### config.mk
export PLATFORM = sky130hd
export DESIGN_NAME = pipe_gap_gen_flat
export DESIGN_NICKNAME = d
export VERILOG_FILES = /design/src/rtl/flappy_pkg.sv /design/src/rtl/pipe_gap_gen_if.sv /design/src/rtl/gap_pick.sv /design/src/rtl/pipe_gap_gen.sv /design/src/flat_wrapper.sv
export SDC_FILE = /design/constraint.sdc
export NUM_CORES = 1
export LEC_CHECK = 0
export CAP_MARGIN = 40
export CORE_ASPECT_RATIO = 0.9
export CORE_UTILIZATION = 35
export DETAILED_ROUTE_END_ITERATION = 10
export DONT_BUFFER_PORTS = 1
export PLACE_DENSITY = 0.53
export RECOVER_POWER = 50
export SLEW_MARGIN = 25
export SYNTH_ARGS = -nofsm -noshare
export SYNTH_HDL_FRONTEND = slang
export SYNTH_SLANG_ARGS = --single-unit
export TNS_END_PERCENT = 1
### constraint.sdc
create_clock -name Clock -period 3.1 [get_ports Clock]
set_input_delay 0.465 -clock Clock [delete_from_list [all_inputs] [get_ports Clock]]
set_output_delay 0.465 -clock Clock [all_outputs]
set_load 0.01 [all_outputs]
### src/rtl/flappy_pkg.sv
// Shared constants, FSM state type and LFSR-to-row mapping for the pipe generator.
package flappy_pkg;

    localparam int unsigned DEF_COLS = 16;
    localparam int unsigned DEF_ROWS = 16;
    localparam int unsigned ROW_W    = $clog2(DEF_ROWS);

    typedef enum logic [0:0] {StIdle, StRun} state_e;

    function automatic int unsigned min_top();
        return 1;
    endfunction

    function automatic int unsigned max_top(input int unsigned rows, input int unsigned gap);
        return rows - gap - 1;
    endfunction

    function automatic int unsigned mid_top(input int unsigned rows, input int unsigned gap);
        return (min_top() + max_top(rows, gap)) / 2;
    endfunction

    // Fold the low LFSR nibble into [min_top, max_top]; values above the range wrap down.
    function automatic int unsigned map_rnd(input logic [7:0] rnd, input int unsigned rows,
                                            input int unsigned gap);
        int unsigned raw;
        int unsigned lo;
        int unsigned hi;
        raw = 32'(rnd[3:0]);
        lo  = min_top();
        hi  = max_top(rows, gap);
        if (raw < lo) begin
            return lo;
        end else if (raw > hi) begin
            return raw - (hi - lo + 1);
        end
        return raw;
    endfunction

endpackage

### src/rtl/pipe_gap_gen_if.sv
// Control inputs and field outputs of the pipe generator.
interface pipe_gap_gen_if #(
    parameter int unsigned COLS  = 16,
    parameter int unsigned ROW_W = 4
);
    logic                    tick;
    logic                    enable;
    logic                    clear;
    logic [7:0]              rnd;
    logic [COLS-1:0]         pipe_present;
    logic [COLS*ROW_W-1:0]   gap_top;
    logic                    score;

    modport master (
        output tick, enable, clear, rnd,
        input  pipe_present, gap_top, score
    );

    modport slave (
        input  tick, enable, clear, rnd,
        output pipe_present, gap_top, score
    );
endinterface

### src/rtl/gap_pick.sv
// Picks the gap row for a newly spawned pipe: map the LFSR byte, then slew-limit it
// against the previous pipe so consecutive gaps stay reachable.
module gap_pick
    import flappy_pkg::*;
#(
    parameter int unsigned ROWS     = DEF_ROWS,
    parameter int unsigned GAP      = 4,
    parameter int unsigned MAXSTEP  = 4,
    parameter int unsigned ROW_BITS = $clog2(ROWS)
) (
    input  logic [7:0]          rnd,
    input  logic [ROW_BITS-1:0] last_gap,
    output logic [ROW_BITS-1:0] next_gap
);

    int unsigned mapped;
    int unsigned last;

    // Both comparisons add to the smaller side so nothing can underflow.
    always_comb begin
        mapped   = map_rnd(rnd, ROWS, GAP);
        last     = 32'(last_gap);
        next_gap = ROW_BITS'(mapped);
        if (mapped > last + MAXSTEP) begin
            next_gap = ROW_BITS'(last + MAXSTEP);
        end else if (mapped + MAXSTEP < last) begin
            next_gap = ROW_BITS'(last - MAXSTEP);
        end
    end

endmodule

### src/rtl/pipe_gap_gen.sv
// Scrolling pipe field for the obstacle course: shifts one column left per game step,
// spawns a pipe at the right edge every SPAWN_PERIOD steps and pulses score when a
// pipe leaves the bird's column.
module pipe_gap_gen
    import flappy_pkg::*;
#(
    parameter int unsigned COLS         = DEF_COLS,
    parameter int unsigned ROWS         = DEF_ROWS,
    parameter int unsigned GAP          = 4,
    parameter int unsigned SPAWN_PERIOD = 4,
    parameter int unsigned MAXSTEP      = 4,
    parameter int unsigned BIRD_COL     = 3
) (
    input logic           Clock,
    input logic           Reset,
    pipe_gap_gen_if.slave bus
);

    localparam int unsigned ROW_BITS = $clog2(ROWS);
    localparam int unsigned CNT_W    = $clog2(SPAWN_PERIOD);
    localparam logic [ROW_BITS-1:0] MID_GAP  = ROW_BITS'(mid_top(ROWS, GAP));
    localparam logic [CNT_W-1:0]    CNT_LAST = CNT_W'(SPAWN_PERIOD - 1);

    state_e                     state_q, state_d;
    logic [CNT_W-1:0]           cnt_q, cnt_d;
    logic [ROW_BITS-1:0]        last_gap_q, last_gap_d;
    logic [COLS-1:0]            present_q, present_d;
    logic [COLS*ROW_BITS-1:0]   gap_q, gap_d;
    logic                       score_q, score_d;
    logic                       step;
    logic                       spawn;
    logic [ROW_BITS-1:0]        new_gap;
    logic [ROW_BITS-1:0]        edge_gap;

    gap_pick #(
        .ROWS     (ROWS),
        .GAP      (GAP),
        .MAXSTEP  (MAXSTEP),
        .ROW_BITS (ROW_BITS)
    ) u_gap_pick (
        .rnd      (bus.rnd),
        .last_gap (last_gap_q),
        .next_gap (new_gap)
    );

    // A tick only counts once the FSM has already seen enable for a cycle.
    assign step     = (state_q == StRun) && bus.tick && bus.enable && !bus.clear;
    assign spawn    = step && (cnt_q == CNT_LAST);
    assign edge_gap = spawn ? new_gap : {ROW_BITS{1'b0}};

    // Control FSM: run while enabled, clear always drops back to idle.
    always_comb begin
        state_d = state_q;
        case (state_q)
            StIdle:  if (bus.enable && !bus.clear) state_d = StRun;
            StRun:   if (!bus.enable || bus.clear) state_d = StIdle;
            default: state_d = StIdle;
        endcase
    end

    // Field shift, spawn counter and score; clear wins over any step.
    always_comb begin
        cnt_d      = cnt_q;
        last_gap_d = last_gap_q;
        present_d  = present_q;
        gap_d      = gap_q;
        score_d    = 1'b0;
        if (bus.clear) begin
            cnt_d      = '0;
            last_gap_d = MID_GAP;
            present_d  = '0;
            gap_d      = '0;
        end else if (step) begin
            cnt_d     = spawn ? '0 : cnt_q + CNT_W'(1);
            present_d = {spawn, present_q[COLS-1:1]};
            gap_d     = {edge_gap, gap_q[COLS*ROW_BITS-1:ROW_BITS]};
            score_d   = present_q[BIRD_COL];
            if (spawn) begin
                last_gap_d = new_gap;
            end
        end
    end

    // State registers with asynchronous reset.
    always_ff @(posedge Clock or negedge Reset) begin
        if (!Reset) begin
            state_q    <= StIdle;
            cnt_q      <= '0;
            last_gap_q <= MID_GAP;
            present_q  <= '0;
            gap_q      <= '0;
            score_q    <= 1'b0;
        end else begin
            state_q    <= state_d;
            cnt_q      <= cnt_d;
            last_gap_q <= last_gap_d;
            present_q  <= present_d;
            gap_q      <= gap_d;
            score_q    <= score_d;
        end
    end

    assign bus.pipe_present = present_q;
    assign bus.gap_top      = gap_q;
    assign bus.score        = score_q;

endmodule

### src/flat_wrapper.sv
// flat-port wrapper written by rule: the top's interface ports become plain ports
module pipe_gap_gen_flat import flappy_pkg::*;
#(
    parameter int unsigned COLS         = DEF_COLS,
    parameter int unsigned ROWS         = DEF_ROWS,
    parameter int unsigned GAP          = 4,
    parameter int unsigned SPAWN_PERIOD = 4,
    parameter int unsigned MAXSTEP      = 4,
    parameter int unsigned BIRD_COL     = 3
)
  (Clock, Reset, bus_tick, bus_enable, bus_clear, bus_rnd, bus_pipe_present, bus_gap_top, bus_score);
  pipe_gap_gen_if #(.COLS(COLS), .ROW_W((4))) bus_i ();
  input logic Clock;
  input logic Reset;
  input wire logic [$bits(bus_i.tick)-1:0] bus_tick;
  input wire logic [$bits(bus_i.enable)-1:0] bus_enable;
  input wire logic [$bits(bus_i.clear)-1:0] bus_clear;
  input wire logic [$bits(bus_i.rnd)-1:0] bus_rnd;
  output wire logic [$bits(bus_i.pipe_present)-1:0] bus_pipe_present;
  output wire logic [$bits(bus_i.gap_top)-1:0] bus_gap_top;
  output wire logic [$bits(bus_i.score)-1:0] bus_score;
  assign bus_i.tick = bus_tick;
  assign bus_i.enable = bus_enable;
  assign bus_i.clear = bus_clear;
  assign bus_i.rnd = bus_rnd;
  assign bus_pipe_present = bus_i.pipe_present;
  assign bus_gap_top = bus_i.gap_top;
  assign bus_score = bus_i.score;
  pipe_gap_gen #(.COLS(COLS), .ROWS(ROWS), .GAP(GAP), .SPAWN_PERIOD(SPAWN_PERIOD), .MAXSTEP(MAXSTEP), .BIRD_COL(BIRD_COL)) u_core (.Clock(Clock), .Reset(Reset), .bus(bus_i));
endmodule
==> flow_summary.json <==
{
  "cts_setup_buffers": 0,
  "synth-edff-count": 0,
  "drt-initial-drc-count": 201,
  "violations": "capacitance limit, slew limit",
  "clk-insertion-delay-late_ps": 330,
  "wl_mm": 7.500,
  "grtUsageMet3": 0.07275,
  "place_congestion": 0.7786,
  "setup_violations": 0,
  "die_x_um": 109.2,
  "rr_worst_depth": 8,
  "use_met2": 0.1867,
  "cts_made_buffers": 9,
  "switching_share": 0.2226,
  "whs_endpoint": "u_core.state_q",
  "drv_cap": 1,
  "seq_area_frac_synth": 0.6088,
  "synth_warnings": 0,
  "yosysUniqueCellTypes": 42,
  "cts_sinks": 88,
  "grt_pass1_wl_mm": 11.99,
  "ys_seq_elements": 88,
  "grt_max_degree": 89,
  "syn2layout_area_growth_pct": 11.85,
  "fp-row-count": 34,
  "synth_area_per_cell_sq_um": 12.89,
  "final_layout_size_suffix_gt1_frac": 0.09541,
  "timing_hold_violations_final": 0,
  "cp-end-kind": "register",
  "rrSetupSlack_ps": 770,
  "reg2reg_from": "u_core.last_gap_q[2]",
  "drt-pass1-iter-count": 4,
  "ys.flop_type": "dfrtp_1",
  "p_clk_frac": 0.464,
  "worst_setup_path_start_kind": "input port",
  "netlist_area_sq_um": 3621,
  "synth.cells.most_frequent": "86 x dfrtp_1, 75 x a22o_1, 15 x ha_1",
  "reg2reg_to": "u_core.last_gap_q[1]",
  "relSlewSlack": -0.4181,
  "die_h_um": 98.50,
  "cp.arrival_ps": 2850,
  "fin_cells": 409,
  "cellLeakagePower_uw": 0.002003,
  "core_area_sq_um": 9869,
  "tightest_slew_ps": 2127,
  "root_buffer": "clkbuf_16",
  "clk_pin_slew_ps": 60,
  "worstHoldPathCells": 1,
  "via_per_inst": 5.746,
  "io_pins": 94,
  "antenna_found_initial": 0,
  "power.switching_uw": 523.5,
  "avgRoutedWirePerCell_um": 18.34,
  "post-synth-top-count-cell": "dfrtp_1",
  "initial_core_util": 0.3669,
  "ir_drop_uv": 352.5,
  "fin_crit_ps": 2585,
  "internal_power_uw": 1828,
  "numPortBuffers": 0,
  "yosys-top-cells-area": "dfrtp_1 59%, a22o_1 18%, ha_1 5.2%",
  "clock_path_buffers": 2,
  "worstPathRequired_ps": 3360,
  "synth_top_cell_area_share": 0.5943,
  "fin_setup_tns_ps": 0,
  "dp_hpwl_mm": 4.686,
  "dieArea_sq_um": 10760,
  "cts_htree_levels": 3,
  "finalMaxSlewViolations": 89,
  "power_frac_comb": 0.047,
  "rsz0062_at_grt": "no",
  "ys_async_sr_fraction": 1.000,
  "max_freq_mhz": 386.9,
  "use_met1": 0.2062,
  "post_cts_resized": 0,
  "p_per_area_nw_per_um2": 580.7,
  "synth.largest_area_cell": "dfrtp_1",
  "postCtsHoldBufs": 1,
  "fillCellCount": 937,
  "tritoncts": "done",
  "fin_skew_ps": 6.116,
  "grt_most_used_layer": "met1",
  "grt_pass1_vias": 2265,
  "timing.final.crit_share": 0.8338,
  "dp_cells": 392,
  "grt_usage": 0.1441,
  "power_frac_seq": 0.489,
  "hp-class": "input port to register",
  "vias": 2350,
  "final_nets": 306,
  "path_max_fanout": 6,
  "path_class": "input port to register",
  "synthCells": 281,
  "globalRouteOverflowTotal": 0,
  "drc_errors": 0,
  "outcome": "finished with violations",
  "antennaDiodeCount": 0,
  "ant_nets": 0,
  "worstHoldStart": "bus_clear"
}
[cell usage in the layout, fill, tap and decap left out, types with 3 or more instances in the layout]
master     instances
nand2_1            9
nand2b_1           4
clkbuf_16          9
o21ai_0            5
dfrtp_1           86
nor2b_1            3
a21oi_1            4
inv_1             11
ha_1              15
nor2_1            10
nand3_1            3
a22o_1            75
and2_1             3
[worst max-delay path, cell delays in order]
cell     delay (ps)
ha_1            170
and3b_1         210
a22oi_1         220
inv_1           120
ha_1            290
ha_1            180
nor4b_1         260
nand3_1         160
or2_2           340
a41o_1          260
o32a_1          170
[state kept, by name, indices dropped and copies added (netlist names)]
signal / count
u_core.bus.gap_top: 64
u_core.bus.score: 1
u_core.cnt_q: 2
u_core.last_gap_q: 4
u_core.bus.pipe_present: 16
u_core.state_q: 1
[layer usage]
layer | routed length (um) | vias to the layer above
li1 | - | 1059
met1 | 3620 | 1188
met2 | 3014 | 94
met3 | 785 | 9
met4 | 80 | 0
met5 | 0 | -
[layout make-up]
class	count	area, sq um	area share
flip-flops and latches	88	2205	0.5443
multi-input cells	164	1303	0.3216
clock buffers	10	239.0	0.05901
well taps	126	157.7	0.03892
clock inverters	6	65.06	0.01606
inverters	11	41.29	0.01019
repair buffers	4	40.04	0.009886
[cell families (layout without fill, tap and decap cells)]
group	count (synthesis)	after routing	synth area share
AOI/OAI and AO/OA	102	102	0.2350
DFF	88	88	0.6088
and+or+nand+nor	44	44	0.06600
buffers and inverters	30	31	0.03490
adders and majority gates	15	15	0.05183
other	1	2	0.001036
xor gates and xnor gates	1	1	0.002419
[through the flow]
stage / hold WS (ps) / util / instance area, sq um / total power [uW] / worst slack (ps)
6_report: 185.9 / 0.4104 / 4050 / 2352 / 515.3
5_1_grt: 169.9 / 0.4104 / 4050 / 2453 / 277.2
4_1_cts: 48.06 / 0.4127 / 4073 / 2395 / 523.7
3_5_place_dp: 171.1 / 0.3791 / 3741 / 1262 / 165.1
3_3_place_gp: 171.1 / 0.3791 / 3741 / 1260 / 212.8
2_1_floorplan: 169.4 / - / 3625 / 1240 / 326.5
[power groups by stage]
stage	Clock, uW	Sequential (uW)	Combinational, uW
after floorplan	0	1170	68.7
after global placement	0	1170	87.9
after detailed placement	0	1170	90.3
after CTS	1130	1150	118
after global routing	1170	1150	129
final	1090	1150	111
[worst max path at each step]
| stage | to | slack (ps) | cells past startpoint | startpoint |
|---|---|---|---|---|
| final | u_core.last_gap_q[1] | 520 | 11 | bus_rnd[0] |
| after floorplan | u_core.last_gap_q[1] | 330 | 11 | bus_rnd[0] |
| after global routing | u_core.bus.gap_top[62] | 280 | 11 | bus_rnd[0] |
| after detailed placement | u_core.last_gap_q[1] | 170 | 11 | bus_rnd[0] |
| after CTS | u_core.last_gap_q[1] | 520 | 11 | bus_rnd[0] |
| after global placement | u_core.last_gap_q[1] | 210 | 11 | bus_rnd[0] |
No activity file was read; power rests on OpenSTA's default activity.
